$ cat src/rtl/uart_rx_ctrl_pkg.sv
// ----------------------------------------------------------------------------
// uart_rx_ctrl_pkg
// Shared definitions for the UART receive controller and its FIFO:
//   ctrl_state_t     controller state encoding (OFF/SYNC/RUN/DRAIN, 2 bits)
//   FRAME_TICKS_DEF  default sample ticks per frame (11 bits x 16 ticks)
//   DATA_RX_DEF      byte presented on rd_data while the FIFO is empty/reset
// ----------------------------------------------------------------------------
package uart_rx_ctrl_pkg;

    typedef enum logic [1:0] {
        CTRL_OFF   = 2'd0,
        CTRL_SYNC  = 2'd1,
        CTRL_RUN   = 2'd2,
        CTRL_DRAIN = 2'd3
    } ctrl_state_t;

    localparam int         FRAME_TICKS_DEF = 176;
    localparam logic [7:0] DATA_RX_DEF     = 8'h00;

endpackage

$ cat src/rtl/uart_rx_fifo.sv
// ----------------------------------------------------------------------------
// uart_rx_fifo
// Synchronous show-ahead FIFO holding received bytes for the host.
// Ports:
//   sample_clk  clock
//   rst_n       synchronous active-low reset (empties the FIFO)
//   push        write din (dropped when full unless a pop happens together)
//   pop         remove head entry (ignored when empty)
//   din         write data
//   dout        head entry, DATA_RX_DEF while empty
//   cnt         registered entry count, 0 .. 2**FIFO_AW
//   empty/full  registered flags
// ----------------------------------------------------------------------------
module uart_rx_fifo
    import uart_rx_ctrl_pkg::*;
#(
    parameter int FIFO_AW = 3,
    parameter int WIDTH   = 8
) (
    input  logic               sample_clk,
    input  logic               rst_n,
    input  logic               push,
    input  logic               pop,
    input  logic [WIDTH-1:0]   din,
    output logic [WIDTH-1:0]   dout,
    output logic [FIFO_AW:0]   cnt,
    output logic               empty,
    output logic               full
);

    localparam int DEPTH = 1 << FIFO_AW;

    logic [WIDTH-1:0]   mem [DEPTH];
    logic [FIFO_AW-1:0] wr_ptr;
    logic [FIFO_AW-1:0] rd_ptr;
    logic               do_push;
    logic               do_pop;
    logic [FIFO_AW:0]   cnt_nxt;

    // A pop on a full FIFO frees the slot the simultaneous push needs.
    assign do_pop  = pop & ~empty;
    assign do_push = push & (~full | do_pop);

    always_comb begin
        cnt_nxt = cnt;
        case ({do_push, do_pop})
            2'b10:   cnt_nxt = cnt + 1'b1;
            2'b01:   cnt_nxt = cnt - 1'b1;
            default: cnt_nxt = cnt;
        endcase
    end

    // Pointers wrap naturally at 2**FIFO_AW; flags come from the next count
    // so they are registered alongside it.
    always_ff @(posedge sample_clk) begin
        if (!rst_n) begin
            wr_ptr <= '0;
            rd_ptr <= '0;
            cnt    <= '0;
            empty  <= 1'b1;
            full   <= 1'b0;
        end else begin
            if (do_push) wr_ptr <= wr_ptr + 1'b1;
            if (do_pop)  rd_ptr <= rd_ptr + 1'b1;
            cnt   <= cnt_nxt;
            empty <= (cnt_nxt == '0);
            full  <= cnt_nxt[FIFO_AW];
        end
    end

    always_ff @(posedge sample_clk) begin
        if (do_push) mem[wr_ptr] <= din;
    end

    assign dout = empty ? DATA_RX_DEF : mem[rd_ptr];

endmodule

$ cat src/rtl/uart_rx_ctrl.sv
// ----------------------------------------------------------------------------
// uart_rx_ctrl
// Sequences uart_rx in the sample_clk domain: enables the receiver only after
// the line has idled high, captures each completed byte into a show-ahead
// FIFO, and flags overrun (and optionally inter-byte timeout).
// Optional feature macro: RX_TIMEOUT_EN (timeout counter; else timeout = 0).
// Ports:
//   sample_clk, rst_n      16x baud clock, synchronous active-low reset
//   ctrl_en                host receiver on/off request
//   RXD                    serial line (idle sync and frame activity)
//   rx_ok, rxd_in          byte-complete level and byte from uart_rx
//   rx_en                  enable to uart_rx
//   rx_active              frame in progress
//   rd_en, rd_data         host pop and FIFO head
//   fifo_empty/full/cnt    FIFO status
//   clr_err                clears sticky overrun/timeout
//   overrun, timeout       sticky error flags
// ----------------------------------------------------------------------------
module uart_rx_ctrl
    import uart_rx_ctrl_pkg::*;
#(
    parameter int FIFO_AW       = 3,
    parameter int IDLE_SYNC     = 16,
    parameter int FRAME_TICKS   = FRAME_TICKS_DEF,
    parameter int TIMEOUT_TICKS = 704
) (
    input  logic               sample_clk,
    input  logic               rst_n,
    input  logic               ctrl_en,
    input  logic               RXD,
    input  logic               rx_ok,
    input  logic [7:0]         rxd_in,
    output logic               rx_en,
    output logic               rx_active,
    input  logic               rd_en,
    output logic [7:0]         rd_data,
    output logic               fifo_empty,
    output logic               fifo_full,
    output logic [FIFO_AW:0]   fifo_cnt,
    input  logic               clr_err,
    output logic               overrun,
    output logic               timeout
);

    localparam int SYNC_W  = $clog2(IDLE_SYNC + 1);
    localparam int FRAME_W = $clog2(FRAME_TICKS + 1);

    ctrl_state_t        state;
    ctrl_state_t        state_nxt;
    logic [SYNC_W-1:0]  sync_cnt;
    logic [FRAME_W-1:0] frame_cnt;
    logic               rx_ok_q;
    logic               rx_ok_rise;
    logic               capturing;
    logic               push;
    logic               overrun_set;

    assign capturing   = (state == CTRL_RUN) || (state == CTRL_DRAIN);
    assign rx_ok_rise  = rx_ok & ~rx_ok_q;
    assign push        = rx_ok_rise & capturing;
    assign rx_active   = (frame_cnt != '0);
    // Full implies non-empty, so any rd_en makes room for the push.
    assign overrun_set = push & fifo_full & ~rd_en;

    always_ff @(posedge sample_clk) begin
        if (!rst_n) state <= CTRL_OFF;
        else        state <= state_nxt;
    end

    always_comb begin
        state_nxt = state;
        unique case (state)
            CTRL_OFF: begin
                if (ctrl_en) state_nxt = CTRL_SYNC;
            end
            CTRL_SYNC: begin
                if (!ctrl_en)
                    state_nxt = CTRL_OFF;
                else if (RXD && (sync_cnt == SYNC_W'(IDLE_SYNC - 1)))
                    state_nxt = CTRL_RUN;
            end
            CTRL_RUN: begin
                if (!ctrl_en) state_nxt = rx_active ? CTRL_DRAIN : CTRL_OFF;
            end
            CTRL_DRAIN: begin
                // Finish the in-flight byte, but never wait past its frame.
                if (rx_ok_rise || !rx_active) state_nxt = CTRL_OFF;
            end
            default: state_nxt = CTRL_OFF;
        endcase
    end

    // Idle-sync counts consecutive high ticks; any low tick restarts it.
    // The frame counter only starts in RUN but keeps running through DRAIN.
    always_ff @(posedge sample_clk) begin
        if (!rst_n) begin
            sync_cnt  <= '0;
            frame_cnt <= '0;
            rx_ok_q   <= 1'b0;
            rx_en     <= 1'b0;
            overrun   <= 1'b0;
        end else begin
            if (state == CTRL_SYNC && RXD) sync_cnt <= sync_cnt + 1'b1;
            else                           sync_cnt <= '0;

            if (capturing) begin
                if (frame_cnt != '0)
                    frame_cnt <= frame_cnt - 1'b1;
                else if (state == CTRL_RUN && !RXD)
                    frame_cnt <= FRAME_W'(FRAME_TICKS);
            end else begin
                frame_cnt <= '0;
            end

            rx_ok_q <= rx_ok;
            rx_en   <= capturing;
            overrun <= overrun_set | (overrun & ~clr_err);
        end
    end

    uart_rx_fifo #(
        .FIFO_AW (FIFO_AW),
        .WIDTH   (8)
    ) u_fifo (
        .sample_clk (sample_clk),
        .rst_n      (rst_n),
        .push       (push),
        .pop        (rd_en),
        .din        (rxd_in),
        .dout       (rd_data),
        .cnt        (fifo_cnt),
        .empty      (fifo_empty),
        .full       (fifo_full)
    );

`ifdef RX_TIMEOUT_EN
    localparam int TO_W = $clog2(TIMEOUT_TICKS + 1);

    logic [TO_W-1:0] to_cnt;
    logic            to_restart;
    logic            to_run;
    logic            to_hit;

    assign to_restart = push | (rd_en & ~fifo_empty);
    assign to_run     = ~fifo_empty & ~rx_active;
    assign to_hit     = ~to_restart & to_run & (to_cnt == TO_W'(TIMEOUT_TICKS - 1));

    // Counter saturates at TIMEOUT_TICKS so the flag fires once per idle gap.
    always_ff @(posedge sample_clk) begin
        if (!rst_n) begin
            to_cnt  <= '0;
            timeout <= 1'b0;
        end else begin
            if (to_restart)
                to_cnt <= '0;
            else if (to_run && (to_cnt != TO_W'(TIMEOUT_TICKS)))
                to_cnt <= to_cnt + 1'b1;
            timeout <= to_hit | (timeout & ~clr_err);
        end
    end
`else
    assign timeout = 1'b0;
`endif

endmodule

$ cat config.mk
export PLATFORM = sky130hd
export DESIGN_NAME = uart_rx_ctrl
export DESIGN_NICKNAME = d
export VERILOG_FILES = /design/src/rtl/uart_rx_ctrl_pkg.sv /design/src/rtl/uart_rx_fifo.sv /design/src/rtl/uart_rx_ctrl.sv
export SDC_FILE = /design/constraint.sdc
export NUM_CORES = 1
export LEC_CHECK = 0
export BUFFER_PORTS_ARGS = -buffer_cell sky130_fd_sc_hd__buf_2
export CAP_MARGIN = 25
export CORE_AREA = 10 10 94 96
export DETAILED_ROUTE_END_ITERATION = 12
export DIE_AREA = 0 0 104 106
export GPL_ROUTABILITY_DRIVEN = 0
export PLACE_DENSITY = 0.78
export SYNTH_ARGS = -nofsm -noshare
export SYNTH_HDL_FRONTEND = slang
export SYNTH_SLANG_ARGS = --single-unit
export TNS_END_PERCENT = 30
$ cat constraint.sdc
create_clock -name sample_clk -period 2.95 [get_ports sample_clk]
set_input_delay 0.59 -clock sample_clk [delete_from_list [all_inputs] [get_ports sample_clk]]
set_output_delay 0.59 -clock sample_clk [all_outputs]
set_load 0.01 [all_outputs]
==> qor.yml, run 1 <==
status: "completed"
async_flop_share: 0
placed_area_um2: 4350
placedCellCount: 409
synth.avg_cell_area_um2: 14.3
hold_class: "reg -> reg"
relSlewSlack: 0.602
wl_um: 7080
crit_chain: "buf_4 -> mux4_2 -> mux2i_1 -> nor2_1 -> buf_2"
cp.arrival_ns: 1.91
synth_area_um2: 4050
holdWs_ns: 0.459
cts_setup_buffers: 0
dieWidth_um: 104
die_area_um2: 11000
grt_max_degree: 19
cts_buffers: 9
tns_ns: 0
min_period_ns: 2.50
worstSetupPathDepth: 5
final_util: 0.645
post_cts_resized: 0
setup_slack_ns: 0.453
fin_skew_ns: 0.00813
ys_ff_latch: 96
synth_edf_count: 64
ant_nets: 0
fin_cells: 425
holdCritStartpoint: "sync_cnt[0]"
core_um2: 7060
cts_sinks: 96
grt_usage: 0.135
post-route-drc-count: 0
worstHoldPathCells: 1
nNetsFinal: 344
clockBufferDepth: 2
drtIter0Drc: 92
synth_ff_type: "edfxtp_1"
dr.pass1.iters: 4
cts_root_buf: "clkbuf_8"
synthTopCellsByArea: "edfxtp_1 48%, dfxtp_1 16%, mux4_2 8.9%"
ys_top_cells_by_count: "64 x edfxtp_1, 32 x dfxtp_1, 22 x nor2_1, 16 x mux4_2, 12 x nand2_1"
holdBufCountCts: 0
yosysTopAreaCell: "edfxtp_1"
worstSetupStartpointType: "flip-flop"
r2r_start: "state[1]"
die_h_um: 106
finalPower_mw: 2.36
max_cap_violations: 0
finalSetupViolations: 0
wl_per_cell_um: 16.7
vdd_drop_max_mv: 0.252
port_buffers: 31
diodes: 0
first_global_vias: 2422
synth_top_area_frac: 0.475
crit_family: "multiplexers"
rows: 31
maxSlewViolCount: 0
slowest_delay_ns: 0.57
vias_per_cell: 5.39
grt_pass1_wl_um: 11900
worst_pin_slew_ns: 0.592
final_hold_viol_count: 0
dp_hpwl_um: 4680
post-route-period-util: 0.846
clkTransAtPathRegs_ns: 0.09
antenna_found_initial: 0
ys_seq_area_frac: 0.633
critPathKind: "reg -> out"
setup.worst_path.end_class: "primary output"
worst-path-buf-inv: 2
drive_gt1_frac: 0.261
floorplan.initialDensity: 0.573
postSynthCellCount: 283
place_ws_ns: 0.321
leakage_nw: 1.62
yosys_warnings: 0
ios: 33
grt_setup_unrepaired: "no"
ctsHtreeMaxLevel: 3
synth_nets: 306
insertion_delay_ns: 0.35
synthToLayoutAreaGrowth_pct: 12.6
cpMaxStageDelayCell: "mux4_2"
stdcell_area_um2: 4560
tritoncts: "built"
grt_overflow: 0
required_ns: 2.36
power_density_nw_per_um2: 517
yosysUniqueCellTypes: 54
vias: 2289
yosysMostFrequentCell: "edfxtp_1"
fmax_mhz: 400
r2r_cells: 10
path_max_fanout: 16
[per-layer routing]
| layer | part of all wire | track usage | up-vias |
|---|---|---|---|
| met4 | 0.0095 | 0.0417 | 0 |
| met3 | 0.045 | 0.0423 | 8 |
| met1 | 0.47 | 0.171 | 1105 |
| li1 | - | - | 1132 |
| met2 | 0.48 | 0.218 | 44 |
| met5 | 0 | 0 | - |
[sequential cells by signal (all words and copies together), names as in the netlist, named ones only]
| register | cells |
|---|---|
| sync_cnt | 5 |
| rx_en | 1 |
| frame_cnt | 8 |
| u_fifo.empty | 1 |
| state | 2 |
| rx_ok_q | 1 |
| u_fifo.cnt | 4 |
| u_fifo.rd_ptr | 3 |
| u_fifo.mem | 64 |
| overrun | 1 |
| u_fifo.wr_ptr | 3 |
[final timing paths]
kind / to / slack [ns]
setup / recovery: rd_data[4] / 0.45
hold / removal: sync_cnt[0] / 0.46
setup reg to reg: u_fifo.empty / 0.49
hold reg to reg: sync_cnt[0] / 0.46
[worst register-to-register path, stage by stage, from the launching register on]
cell and delay (ns):
dfxtp_1 0.47, nand3b_1 0.16, a21oi_2 0.20, inv_2 0.13, ha_1 0.30, xor2_1 0.20, ha_1 0.20, a21oi_1 0.15
mux2i_1 0.23, xnor2_1 0.11, o31ai_2 0.24
[kinds of logic after synthesis]
logic type      share of synthesized area
compound gates                     0.0622
xor+xnor                           0.0195
simple gates                        0.114
other cells                      0.000927
fa+ha+maj                          0.0247
mux                                 0.116
flops                               0.633
buf+inv                            0.0294
[cells in the final DEF, fill, tap and decap left out, drive strengths merged, types with 3 or more instances in the layout]
master   n
a21boi   6
a21oi   11
and2     9
buf     42
clkbuf   9
dfxtp   32
edfxtp  64
ha       8
inv     15
mux2i   11
mux4    16
nand2   13
nand3b   4
nand4    3
nor2    22
nor2b    4
nor3     4
nor3b    4
nor4b    3
o21ai    4
or3      3
xnor2    6
xor2     3
[where the power goes]
part	switching (mW)	leakage (nW)	internal [mW]	total [mW]
clock network	0.479	0.104	0.410	0.889
registers	0.00316	0.833	1.43	1.44
logic	0.0197	0.685	0.0114	0.0311
[area by class of cell]
cell class / instances / area (um^2)
clock buffers: 9 / 124
clock inverters: 7 / 86.3
fillers: 549 / 2500
inverters: 12 / 45.0
multi-input cells: 160 / 1380
flip-flops and latches: 96 / 2560
well taps: 99 / 124
repair buffers: 42 / 238
Power figures use the tool's default switching activity.
==> inputs of run 2 (changes only) <==
==> constraint.sdc (replaced) <==
create_clock -name sample_clk -period 2.4 [get_ports sample_clk]
set_input_delay 0.48 -clock sample_clk [delete_from_list [all_inputs] [get_ports sample_clk]]
set_output_delay 0.48 -clock sample_clk [all_outputs]
set_load 0.01 [all_outputs]
==> run 2 against run 1 <==
Compared with the run above: first-iteration DRC count down 26%; clock skew is 0.0031 ns higher; total power increased by 21%; sequential share of layout area fell by 0.81 points; hold slack worse by 0.077 ns; sequential cell count unchanged; setup slack worse by 0.34 ns; clock power up 18%; largest cell class unchanged; largest power group unchanged; highest routed layer unchanged.
==> qor.yml, run 2 (same netlist as run 1, synthesis figures left out) <==
r2r_cells: 10
fmax_mhz: 437
maxSlewViolCount: 0
final_util: 0.655
r2r_start: "rx_ok_q"
tritoncts: "built"
hold_class: "in -> reg"
critPathKind: "reg -> out"
grt_overflow: 0
finalSetupViolations: 0
ff_latch_area_um2: 2560
cts_sinks: 96
fin_skew_ns: 0.0112
most-common-layout-cells: "64 x edfxtp_1, 32 x dfxtp_1, 31 x buf_2"
cts_buffers: 9
post-route-period-util: 0.952
holdWs_ns: 0.382
grt_pass1_wl_um: 12200
die_area_um2: 11000
relSlewSlack: 0.567
antenna_found_initial: 0
max_cap_violations: 0
die_h_um: 106
post-route-drc-count: 0
clockBufferDepth: 2
wl_per_cell_um: 16.7
fillers: 530
grt_max_degree: 19
top_layer: "met4"
vias: 2369
ctsHtreeMaxLevel: 3
wl_met2_um: 3510
dieWidth_um: 104
rrSetupSlack_ns: 0.34
holdBufCountCts: 0
cts_root_buf: "clkbuf_8"
insertion_delay_ns: 0.36
multi_input_area_um2: 1380
cp.arrival_ns: 1.81
floorplan.initialDensity: 0.573
wl_um: 7230
grt_setup_unrepaired: "no"
first_global_vias: 2455
worst_pin_slew_ns: 0.644
grt_usage: 0.139
core_um2: 7060
final_hold_viol_count: 0
clkTransAtPathRegs_ns: 0.08
power_density_nw_per_um2: 618
vdd_drop_max_mv: 0.290
ios: 33
r2r-end: "u_fifo.empty"
setup.worst_path.end_class: "primary output"
biggestRegsByFlops: "u_fifo.mem: 64 flops, frame_cnt: 8 flops, sync_cnt: 5 flops"
worstSetupStartpointType: "flip-flop"
vias_per_cell: 5.48
largest_register_ffs: 64
synthToLayoutAreaGrowth_pct: 14.3
met1_length_um: 3270
dp_hpwl_um: 4840
dr.pass1.iters: 4
port_buffers: 31
required_ns: 1.92
finalPower_mw: 2.86
crit_end: "rd_data[4]"
status: "completed"
ant_nets: 0
leakage_nw: 1.66
nNetsFinal: 351
diodes: 0
largest-register: "u_fifo.mem"
min_period_ns: 2.29
rows: 31
tns_ns: 0
route.met3.wl_um: 358
final_common_cell: "edfxtp_1"
path_max_fanout: 16
drive_gt1_frac: 0.279
drtIter0Drc: 68
## run 2: routing by layer
layer / track usage / up-vias
li1: - / 1148
met1: 0.176 / 1156
met2: 0.221 / 56
met3: 0.0399 / 9
met4: 0.0537 / 0
met5: 0 / -
## run 2: area by class of cell
class | count | share of cell area
well taps | 99 | 0.0268
flip-flops and latches | 96 | 0.554
clock inverters | 4 | 0.00677
inverters | 12 | 0.00975
repair buffers | 49 | 0.0655
clock buffers | 12 | 0.0382
multi-input cells | 160 | 0.299
## run 2: how the worst min path moves through the flow
stage / start / endpoint / slack (ns) / depth (start not counted)
detailed placement: sync_cnt[0] / sync_cnt[0] / 0.44 / 1
CTS: rx_ok / rx_ok_q / 0.37 / 2
finish: rx_ok / rx_ok_q / 0.38 / 2
global route: rx_ok / rx_ok_q / 0.39 / 2
global placement: sync_cnt[0] / sync_cnt[0] / 0.44 / 1
floorplan: sync_cnt[0] / sync_cnt[0] / 0.42 / 1
## run 2: critical path, cell delays in order (launching register included)
cell	delay, ns
dfxtp_1	0.37
buf_12	0.19
mux4_2	0.54
mux2i_2	0.17
nor2_1	0.05
buf_2	0.14
## run 2: per-stage QoR
stage                     area [um^2]  worst slack (ns)  cells
after CTS                        4600            0.0820    430
after detailed placement         4400             0.145    414
after global routing             4620            0.0132    432
after floorplan                  4050            0.0681    283
final                            4620             0.114    432
after global placement           4400             0.153    414
## run 2: repair_timing
action / in CTS / in global routing
resized for setup: 0 / 1
buffers inserted: 0 / 2
endpoints found under the setup margin: 0 / 2
hold endpoints to repair: 0 / 0
## run 2: report_power, final
group          switching [mW]  internal (mW)  leakage (nW)  total, mW
Clock                   0.551          0.503         0.105       1.05
Sequential            0.00386           1.76         0.833       1.76
Combinational          0.0246         0.0141         0.723     0.0387
